**src/rtl/uart_pkg.sv**
```systemverilog
// Shared UART definitions: frame state encoding and frame geometry.
// Used by both the transmitter and the receiver.
package uart_pkg;

  typedef enum logic [1:0] {
    IDLE  = 2'd0,
    START = 2'd1,
    DATA  = 2'd2,
    STOP  = 2'd3
  } uart_state_e;

  localparam int DATA_BITS = 8;
  localparam int STOP_BITS = 1;

endpackage

```
**src/rtl/uart_tx_fifo.sv**
```systemverilog
// Synchronous transmit FIFO with an occupancy count.
// A push and a pop in the same cycle both take effect.
module uart_tx_fifo #(
  parameter int DEPTH = 4,
  parameter int WIDTH = 8
) (
  input  logic                     clk,
  input  logic                     rst,
  input  logic                     push,
  input  logic [WIDTH-1:0]         din,
  input  logic                     pop,
  output logic [WIDTH-1:0]         dout,
  output logic                     full,
  output logic                     empty,
  output logic [$clog2(DEPTH):0]   count
);

  localparam int AW = $clog2(DEPTH);

  logic [WIDTH-1:0] mem [DEPTH];
  logic [AW-1:0]    wr_ptr;
  logic [AW-1:0]    rd_ptr;
  logic             do_push;
  logic             do_pop;

  assign full    = (count == (AW+1)'(DEPTH));
  assign empty   = (count == '0);
  assign do_push = push && !full;
  assign do_pop  = pop && !empty;
  assign dout    = mem[rd_ptr];

  always_ff @(posedge clk) begin
    if (rst) begin
      wr_ptr <= '0;
      rd_ptr <= '0;
      count  <= '0;
    end else begin
      if (do_push) wr_ptr <= wr_ptr + 1'b1;
      if (do_pop)  rd_ptr <= rd_ptr + 1'b1;
      case ({do_push, do_pop})
        2'b10:   count <= count + 1'b1;
        2'b01:   count <= count - 1'b1;
        default: count <= count;
      endcase
    end
  end

  // Storage is pure data; pointers alone define what is valid.
  always_ff @(posedge clk) begin
    if (do_push) mem[wr_ptr] <= din;
  end

endmodule

```
**src/rtl/uart_tx.sv**
```systemverilog
// 8N1 UART transmitter fed from a small byte FIFO; frames go out
// back-to-back while bytes are queued.
module uart_tx
  import uart_pkg::*;
#(
  parameter int CLKS_PER_BIT = 16,
  parameter int FIFO_DEPTH   = 4
) (
  input  logic       clk,
  input  logic       rst,
  input  logic [7:0] in_data,
  input  logic       in_valid,
  output logic       in_ready,
  output logic       tx,
  output logic       busy
);

  localparam int CW   = $clog2(CLKS_PER_BIT);
  localparam int CNTW = $clog2(FIFO_DEPTH) + 1;

  uart_state_e     state, state_nxt;
  logic [CW-1:0]   cnt, cnt_nxt;
  logic [2:0]      idx, idx_nxt;
  logic [7:0]      shreg, shreg_nxt;
  logic            tx_nxt;
  logic            pop;
  logic            push;
  logic            bit_end;
  logic [7:0]      fifo_dout;
  logic            fifo_full;
  logic            fifo_empty;
  logic [CNTW-1:0] fifo_count;
  logic [CNTW-1:0] cnt_after;

  assign push      = in_valid && in_ready;
  assign bit_end   = (cnt == CW'(CLKS_PER_BIT - 1));
  assign cnt_after = fifo_count + CNTW'(push) - CNTW'(pop);

  uart_tx_fifo #(
    .DEPTH (FIFO_DEPTH),
    .WIDTH (8)
  ) u_fifo (
    .clk   (clk),
    .rst   (rst),
    .push  (push),
    .din   (in_data),
    .pop   (pop),
    .dout  (fifo_dout),
    .full  (fifo_full),
    .empty (fifo_empty),
    .count (fifo_count)
  );

  always_comb begin
    state_nxt = state;
    cnt_nxt   = '0;
    idx_nxt   = idx;
    shreg_nxt = shreg;
    pop       = 1'b0;
    tx_nxt    = 1'b1;
    if (state != IDLE) cnt_nxt = bit_end ? '0 : cnt + 1'b1;
    case (state)
      IDLE: begin
        idx_nxt = '0;
        if (!fifo_empty) begin
          pop       = 1'b1;
          shreg_nxt = fifo_dout;
          state_nxt = START;
        end
      end
      START: begin
        tx_nxt = 1'b0;
        if (bit_end) state_nxt = DATA;
      end
      DATA: begin
        tx_nxt = shreg[0];
        if (bit_end) begin
          shreg_nxt = shreg >> 1;
          idx_nxt   = idx + 1'b1;
          if (idx == 3'(DATA_BITS - 1)) begin
            idx_nxt   = '0;
            state_nxt = STOP;
          end
        end
      end
      STOP: begin
        tx_nxt = 1'b1;
        if (bit_end) begin
          idx_nxt = idx + 1'b1;
          if (idx == 3'(STOP_BITS - 1)) begin
            idx_nxt = '0;
            // Chain straight into the next start bit when more bytes wait.
            if (!fifo_empty) begin
              pop       = 1'b1;
              shreg_nxt = fifo_dout;
              state_nxt = START;
            end else begin
              state_nxt = IDLE;
            end
          end
        end
      end
      default: state_nxt = IDLE;
    endcase
  end

  // tx and busy are registered one cycle behind the state they reflect.
  always_ff @(posedge clk) begin
    if (rst) begin
      state    <= IDLE;
      cnt      <= '0;
      idx      <= '0;
      tx       <= 1'b1;
      busy     <= 1'b0;
      in_ready <= 1'b0;
    end else begin
      state    <= state_nxt;
      cnt      <= cnt_nxt;
      idx      <= idx_nxt;
      tx       <= tx_nxt;
      busy     <= (state != IDLE) || (fifo_count != '0);
      in_ready <= (cnt_after != CNTW'(FIFO_DEPTH));
    end
  end

  always_ff @(posedge clk) begin
    shreg <= shreg_nxt;
  end

endmodule
```
**config.mk**
```make
export PLATFORM = sky130hd
export DESIGN_NAME = uart_tx
export DESIGN_NICKNAME = d
export VERILOG_FILES = /design/src/rtl/uart_pkg.sv /design/src/rtl/uart_tx_fifo.sv /design/src/rtl/uart_tx.sv
export SDC_FILE = /design/constraint.sdc
export NUM_CORES = 1
export LEC_CHECK = 0
export BUFFER_PORTS_ARGS = -buffer_cell sky130_fd_sc_hd__buf_4
export CORE_MARGIN = 4
export CORE_UTILIZATION = 45
export CTS_BUF_LIST = sky130_fd_sc_hd__clkbuf_4
export CTS_CLUSTER_DIAMETER = 200
export CTS_CLUSTER_SIZE = 12
export DETAILED_ROUTE_END_ITERATION = 10
export PLACE_DENSITY = 0.6
export SYNTH_ARGS = -nofsm -noshare
export SYNTH_HDL_FRONTEND = slang
export SYNTH_HIERARCHICAL = 1
export SYNTH_SLANG_ARGS = --single-unit
```
**constraint.sdc**
```tcl
create_clock -name clk -period 8.7 [get_ports clk]
set_clock_uncertainty 0.15 [all_clocks]
set_input_delay 0 -clock clk [delete_from_list [all_inputs] [get_ports clk]]
set_output_delay 0 -clock clk [all_outputs]
set_load 0.05 [all_outputs]
```
==> results of run 1 <==
## cells by family after synthesis
| kind of cell | after synthesis | synth area share |
|---|---|---|
| mux | 10 | 0.0738 |
| xor+xnor | 7 | 0.0226 |
| simple gates | 53 | 0.104 |
| compound gates | 34 | 0.0811 |
| buf+inv | 22 | 0.0323 |
| flops | 61 | 0.598 |
| fa+ha+maj | 18 | 0.0885 |
## per-layer routing
metal	wire length, µm	global-route usage
met1	2170	0.177
met2	2040	0.205
met3	90	0.0346
met4	44	0.0561
met5	0	0
## placed cells by master, fill, tap and decap left out, types with 6 or more instances in the layout
master	synthesis	layout
clkbuf_4	0	9
a22o_1	6	6
inv_1	16	16
dlygate4sd3_1	0	10
a21oi_1	15	15
edfxtp_1	40	40
dfxtp_1	21	21
nor2_1	17	17
nand2_1	7	7
buf_4	1	13
ha_1	16	16
mux4_2	8	8
## cells in the mapped netlist (all sizes together)
cell	count
a31oi	2
xor2	4
xnor2	3
and2	5
nor2b	2
mux4	8
nand2	7
nand2b	4
ha	16
and3	3
edfxtp	40
nor3b	1
nand3b	1
buf	4
a22o	6
o21ai	5
a311oi	1
nand4	1
mux2i	2
or3b	2
inv	16
fa	2
a31o	1
nand3	2
a21oi	17
dfxtp	21
or3	4
clkbuf	2
nor3	4
nor2	17
o31ai	2
## power by group
| part | switching [W] | total (W) | internal [W] |
|---|---|---|---|
| combinational | 0.000154 | 0.000266 | 0.000112 |
| clock | 0.000110 | 0.000170 | 0.0000595 |
| sequential | 0.0000326 | 0.000404 | 0.000371 |
| total | 0.000297 | 0.000839 | 0.000542 |
## registers in the layout, indices dropped and copies added, names as in the netlist, named ones only
| name | cells |
|---|---|
| u_fifo/mem | 32 |
| shreg | 8 |
| cnt | 4 |
| idx | 3 |
| u_fifo/count | 3 |
| state | 2 |
| u_fifo/rd_ptr | 2 |
| u_fifo/wr_ptr | 2 |
| busy | 1 |
| in_ready | 1 |
| tx | 1 |
## path summary, 6_finish.rpt
check | slack [ns] | endpoint | cells after the start | from
max reg2reg | 5.70 | u_fifo/count[2] | 13 | cnt[0]
min reg2reg | 0.30 | cnt[0] | 1 | cnt[0]
max | 5.70 | u_fifo/count[2] | 13 | cnt[0]
min | 0.21 | u_fifo/mem[1][6] | 2 | in_data[6]
## metrics by stage
stage               std cells  hold slack (ns)  area [µm²]
finish                    313            0.206        3100
global route              313            0.175        3100
CTS                       313            0.174        3100
detailed placement        287           0.0569        2880
global placement          287           0.0542        2880
floorplan                 205          -0.0511        2710
## final cells by class
cell class                      count  area, µm²  share of cell area
Tap cell                           75       93.8              0.0303
Sequential cell                    61       1620               0.524
Clock buffer                        9       67.6              0.0218
Multi-Input combinational cell    122       1000               0.324
Timing Repair Buffer               23        198              0.0638
Clock inverter                      7       51.3              0.0166
Inverter                           16       60.1              0.0194
## critical path: cells and delay by family, from the launching register on
kind | cells | cell delay [ns]
buf+inv | 2 | 0.15
xor+xnor | 1 | 0.15
compound gates | 3 | 0.39
flops | 1 | 0.36
simple gates | 4 | 0.99
fa+ha+maj | 3 | 0.74
==> metrics.cfg, run 1 <==
[timing]
period_share=0.344
hold_viol_final=0
rsz0062_at_grt=no
relSlewSlack=0.406
fin_ws_ns=5.70
fin_crit_ns=3.00
fin_tns_setup_ns=0
setup_viol=0
slew_viol_final=0
max_freq_mhz=334
worst_slew_pin_slew_ns=0.884

[place]
gp_congestion=0.710
hpwlAfterDp_um=2900
io_buffers=13
preCtsSetupSlack_ns=5.69

[layout]
drive_gt1_frac=0.185
area_growth_pct=14.1
fill_cells=505
final_core_util=0.526
insertedDiodeCount=0
nets=262

[grt]
grt_max_degree=20
grtUsageTotal=0.132
grt_pass1_vias=1581
grt_pass1_wl_um=7530
antenna_found_initial=0
grt_overflow_total=0

[floorplanning]
die_x_um=85.7
ios=14
core_area_um2=5890
initial_utilization=0.461
die_h_um=85.7
row_count=28
die-area_um2=7340

[clocking]
clk_pin_slew_worst_paths_ns=0.11
cts_sinks=61
post_cts_buffers=0
hold_buffers=10
numCtsBuffers=9
cts_resized=0
insertion_delay_ns=0.38
clockRootBuffer=clkbuf_4
htreeDepth=3
tritoncts=done
clockBufferDepth=2

[synthesis]
syn_inst=205
synth_nets=234
ys_seq_area_frac=0.598
synth_area_leaders=edfxtp_1, dfxtp_1, ha_1, mux4_2, a21oi_1
synth_cell_type_count=37
syn_area_um2=2710
ys_seq_elements=61
yosysWarnings=6
synth_top_area_share=0.443
yosysTopAreaCell=edfxtp_1
avgSynthCellArea_um2=13.2

[hold_path]
hp-class=in -> reg

[pwr]
fin_total_pwr_w=0.000839
p_per_area_nw_per_um2=271
ir_worst_vdd_mv=0.148
p_leak_nw=1.13

[worst_setup_path]
path_max_fanout=5
crit_required_ns=8.86
crit_chain=ha_1, nand3_1, nor2_1, a21oi_1, nor3_1, o31ai_1, inv_1, ha_1, inv_1, fa_1, xor2_1, or3_1, a21oi_1
cp-end-kind=flop
critPathArrivalTime_ns=3.16
start_kind=flop
crit_type=reg -> reg
cp_slowest_cell=fa_1
max_stage_delay_ns=0.37

[drt]
drt_wl_total_um=4340
drc=0
drt_iter0_markers=73
ant_nets=0
via_per_inst=5.01
via_count=1567
wl_per_cell_um=13.9
first_pass_iters=4

[outcome]
status=finished clean

[flow_run]
max_cap_viol_count=0

Power figures use the tool's default switching activity.
==> inputs of run 2 (changes only) <==
Clock period 8.7 ns to 2.9 ns, I/O delays scaled along.
==> run 2 against run 1 <==
Via count up 3.6%. Critical path depth unchanged. Routed wire length up 6.3%. Flip-flop and latch count unchanged. Utilization up 2.5 points. Highest routed layer unchanged.
==> metrics.cfg, run 2 (synthesized netlist as in run 1, its figures left out) <==
[timing]
period_share=0.953
whs_ns=0.203
fin_ws_ns=0.137
max_freq_mhz=362
hold_viol_final=0
worst_slew_pin_slew_ns=0.541
setup_viol=0
slew_viol_final=0
fin_crit_ns=2.76
relSlewSlack=0.639

[clocking]
clockRootBuffer=clkbuf_4
htreeDepth=3
tritoncts=done
clockBufferDepth=2
numCtsBuffers=9
cts_sinks=61
clk_pin_slew_worst_paths_ns=0.10
insertion_delay_ns=0.39

[worst_setup_path]
path_max_fanout=3
start_kind=flop
critPathArrivalTime_ns=2.95
max_stage_delay_ns=0.37
cp_slowest_cell=fa_1
crit_required_ns=3.08
crit_chain=ha_2, nand3_1, nor2_2, a21oi_1, nor3_2, o31ai_2, inv_1, ha_2, inv_1, fa_1, xor2_1, or3_1, a21oi_1
cp-end-kind=flop
crit_type=reg -> reg
rr_worst_depth=13
r2r_slack_ns=0.14

[layout]
regArea_um2=1630
fill_cells=519
top_register=u_fifo/mem
area_growth_pct=19.6
nets=273
final_cell_mix=edfxtp_1, buf_4, dfxtp_1
final_area_um2=3250
multi_input_area_um2=1020
drive_gt1_frac=0.257
final_common_cell=edfxtp_1
insertedDiodeCount=0
largest_reg_flops=32
top_regs=u_fifo/mem: 32 flops, shreg: 8 flops, cnt: 4 flops

[floorplanning]
core_area_um2=5890
ios=14
row_count=28
die-area_um2=7340
initial_utilization=0.461
die_h_um=85.7
die_x_um=85.7

[grt]
grt_max_degree=20
grt_overflow_total=0
antenna_found_initial=0
grt_pass1_vias=1616
grtUsageTotal=0.139
grt_pass1_wl_um=7760

[drt]
drt_iter0_markers=69
drc=0
via_count=1623
wl_per_cell_um=14.2
ant_nets=0
first_pass_iters=4
via_per_inst=5.01
drt_wl_total_um=4610

[pwr]
ir_worst_vdd_mv=0.331
p_per_area_nw_per_um2=856
p_leak_nw=1.20

[hold_path]
hp-class=in -> reg
min_delay_path_depth=2

[place]
gp_congestion=0.718
dpl_cell_area_um2=2950
io_buffers=13
preCtsSetupSlack_ns=0.0355
hpwlAfterDp_um=3170

[outcome]
status=finished clean

[flow_run]
max_cap_viol_count=0

-- run 2: worst max-delay path: cells and delay by family (launching register included) --
family	cells	cell delay, ns
compound gates	3	0.36
xor+xnor	1	0.16
fa+ha+maj	3	0.74
buf+inv	2	0.13
flops	1	0.36
simple gates	4	0.80
-- run 2: worst paths after layout --
| check | startpoint | end |
|---|---|---|
| worst max register to register | cnt[0] | u_fifo/count[2] |
| worst max-delay path | cnt[0] | u_fifo/count[2] |
| worst min register to register | cnt[0] | cnt[0] |
| worst min-delay path | in_data[4] | u_fifo/mem[2][4] |
-- run 2: power breakdown --
group	switching, W	internal, W
combinational	0.000500	0.000401
sequential	0.0000943	0.00111
clock	0.000309	0.000357
-- run 2: what timing repair did --
item | in CTS | in global routing
hold endpoints to repair | 53 | 0
hold buffers | 10 | 0
resized for setup | 1 | 8
pin swaps | 0 | 2
endpoints found under the setup margin | 1 | 2
buffers inserted | 0 | 2
-- run 2: through the flow --
| step | utilization | TNS [ns] | instances | total power, W |
|---|---|---|---|---|
| 2_1_floorplan | - | 0 | 205 | 0.00184 |
| 3_3_place_gp | 0.500 | 0 | 296 | 0.00209 |
| 3_5_place_dp | 0.500 | 0 | 296 | 0.00211 |
| 4_1_cts | 0.546 | 0 | 322 | 0.00280 |
| 5_1_grt | 0.551 | -0.0188 | 324 | 0.00299 |
| 6_report | 0.551 | 0 | 324 | 0.00278 |
-- run 2: cell type report --
cell class                 instances  area share
multi-input combinational        122       0.315
tap                               75      0.0289
sequential                        61       0.501
clock inverter                     6      0.0270
timing repair buffer              34      0.0864
inverter                          16      0.0185
clock buffer                      10      0.0231
-- run 2: routing by layer --
layer | part of all wire | global-route usage | wire length [µm] | up-vias
met5 | 0 | 0 | 0 | -
met4 | 0.021 | 0.0691 | 98 | 0
met3 | 0.031 | 0.0432 | 142 | 9
met2 | 0.48 | 0.209 | 2220 | 19
met1 | 0.47 | 0.182 | 2150 | 770
li1 | - | - | - | 825
==> inputs of run 3 (changes only) <==
Settings changed: ABC_AREA set to 1, CTS_CLUSTER_DIAMETER 200 to 80.
==> run 3 against run 2 <==
Fmax rose by 6.8%. Routed wire length increased by 4.1%. Setup slack improved by 0.17 ns. Combinational power is 21% higher. Largest power group unchanged.
==> metrics.cfg, run 3 <==
[timing]
worst_slew_pin_slew_ns=0.741
hold_viol_final=0
period_share=0.892
setup_viol=0
fin_tns_setup_ns=0
rsz0062_at_grt=no
max_freq_mhz=386
slew_viol_final=0
relSlewSlack=0.504
fin_ws_ns=0.312
fin_crit_ns=2.59

[worst_setup_path]
rr_worst_depth=17
critPathArrivalTime_ns=2.74
path_max_fanout=10
timing.rr.start=u_fifo/count[2]
worstReg2RegEnd=u_fifo/count[2]
r2r_slack_ns=0.31
crit_required_ns=3.05
start_kind=flop
crit_type=reg -> reg
cp-end-kind=flop

[floorplanning]
die-area_um2=7590
initial_utilization=0.470
ios=14
core_area_um2=5990
row_count=28
die_x_um=87.1
die_h_um=87.1

[hold_path]
whs_endpoint=in_ready
min-delay-start=rst
min_delay_path_depth=3
hp-class=in -> reg

[grt]
grt_pass1_vias=1835
grt_pass1_wl_um=8340
grt_max_degree=18
grtUsageTotal=0.145
antenna_found_initial=0
grt_overflow_total=0

[layout]
top_register=u_fifo/mem
top_regs=u_fifo/mem: 32 flops, shreg: 8 flops, cnt: 4 flops
drive_gt1_frac=0.164
insertedDiodeCount=0
largest_reg_flops=32
final_cell_mix=nand2_1, edfxtp_1, nor2_1
nets=347
area_growth_pct=14.8
final_common_cell=nand2_1

[clocking]
cts_sinks=61
tritoncts=done
clk_pin_slew_worst_paths_ns=0.11
insertion_delay_ns=0.40
numCtsBuffers=9
clockRootBuffer=clkbuf_4
post_cts_buffers=0
htreeDepth=3
clockBufferDepth=2

[pwr]
ir_worst_vdd_mv=0.471
p_per_area_nw_per_um2=878
p_leak_nw=1.34

[flow_run]
max_cap_viol_count=0

[drt]
ant_nets=0
via_per_inst=4.86
drc=0
wl_per_cell_um=12.1
first_pass_iters=4
drt_wl_total_um=4800
drt_iter0_markers=70
via_count=1933

[place]
gp_congestion=0.757
io_buffers=13
preCtsSetupSlack_ns=0.188
hpwlAfterDp_um=3310

[synthesis]
syn_inst=283
synth_nets=312
syn_area_um2=2820
yosysWarnings=6
avgSynthCellArea_um2=9.95

[outcome]
status=finished clean

[run 3: cell count changes in the layout (fill, tap and decap cells not counted), sizes merged, moves of 8 or more]
cell,change
nor2,+25
inv,+23
nand3,+15
o22ai,+8
mux4,-8
nand2,+41
o21ai,+17
[run 3: final cells by class]
cell class	count	area, µm²
Clock inverter	7	50.0
Clock buffer	9	67.6
Multi-Input combinational cell	181	1030
Tap cell	75	93.8
Fill cell	537	2760
Inverter	37	139
Timing Repair Buffer	28	235
Sequential cell	61	1620
[run 3: layer usage]
| metal | global-route usage | vias up | share of wire |
|---|---|---|---|
| met5 | 0 | - | 0 |
| met1 | 0.196 | 878 | 0.49 |
| li1 | - | 1015 | - |
| met3 | 0.0426 | 9 | 0.043 |
| met2 | 0.214 | 31 | 0.45 |
| met4 | 0.0711 | 0 | 0.016 |
[run 3: how the worst max path moves through the flow]
stage                                from               to
final                     u_fifo/count[2]  u_fifo/count[2]
after global routing      u_fifo/count[2]  u_fifo/count[2]
after CTS                 u_fifo/count[1]  u_fifo/count[2]
after detailed placement  u_fifo/count[1]  u_fifo/count[2]
after global placement    u_fifo/count[1]  u_fifo/count[2]
after floorplan           u_fifo/count[1]         in_ready
[run 3: report_power, final]
part	total (W)	internal [W]	switching, W
sequential	0.00124	0.00116	0.0000847
combinational	0.00109	0.000387	0.000699
clock	0.000514	0.000178	0.000336
total	0.00284	0.00172	0.00112
[run 3: worst max-delay path, cell delays in order (launching register included)]
cell and delay, ns:
dfxtp_1 0.43, inv_1 0.11, nand3_2 0.11, inv_1 0.11, inv_2 0.16, nand2_1 0.09
a21oi_2 0.21, inv_1 0.06, nor2_1 0.13, ha_1 0.19, inv_1 0.07, fa_1 0.38
inv_1 0.07, nand2_1 0.06, nand3_1 0.06, nand2_1 0.05, inv_1 0.04, nor2_1 0.03
[run 3: repair_timing]
| action | in CTS | in global routing |
|---|---|---|
| hold buffers | 10 | 0 |
| hold endpoints to repair | 53 | 0 |
| resized for setup | 0 | 3 |
| setup endpoints to repair | 0 | 3 |
[run 3: per-stage QoR]
stage | total power [W] | util | instances | instance area [µm²] | hold WS, ns
after floorplan | 0.00208 | - | 283 | 2820 | -0.0809
after global placement | 0.00231 | 0.502 | 372 | 3010 | 0.0472
after detailed placement | 0.00233 | 0.502 | 372 | 3010 | 0.0520
after CTS | 0.00286 | 0.538 | 398 | 3220 | 0.147
after global routing | 0.00309 | 0.540 | 398 | 3230 | 0.168
final | 0.00284 | 0.540 | 398 | 3230 | 0.167
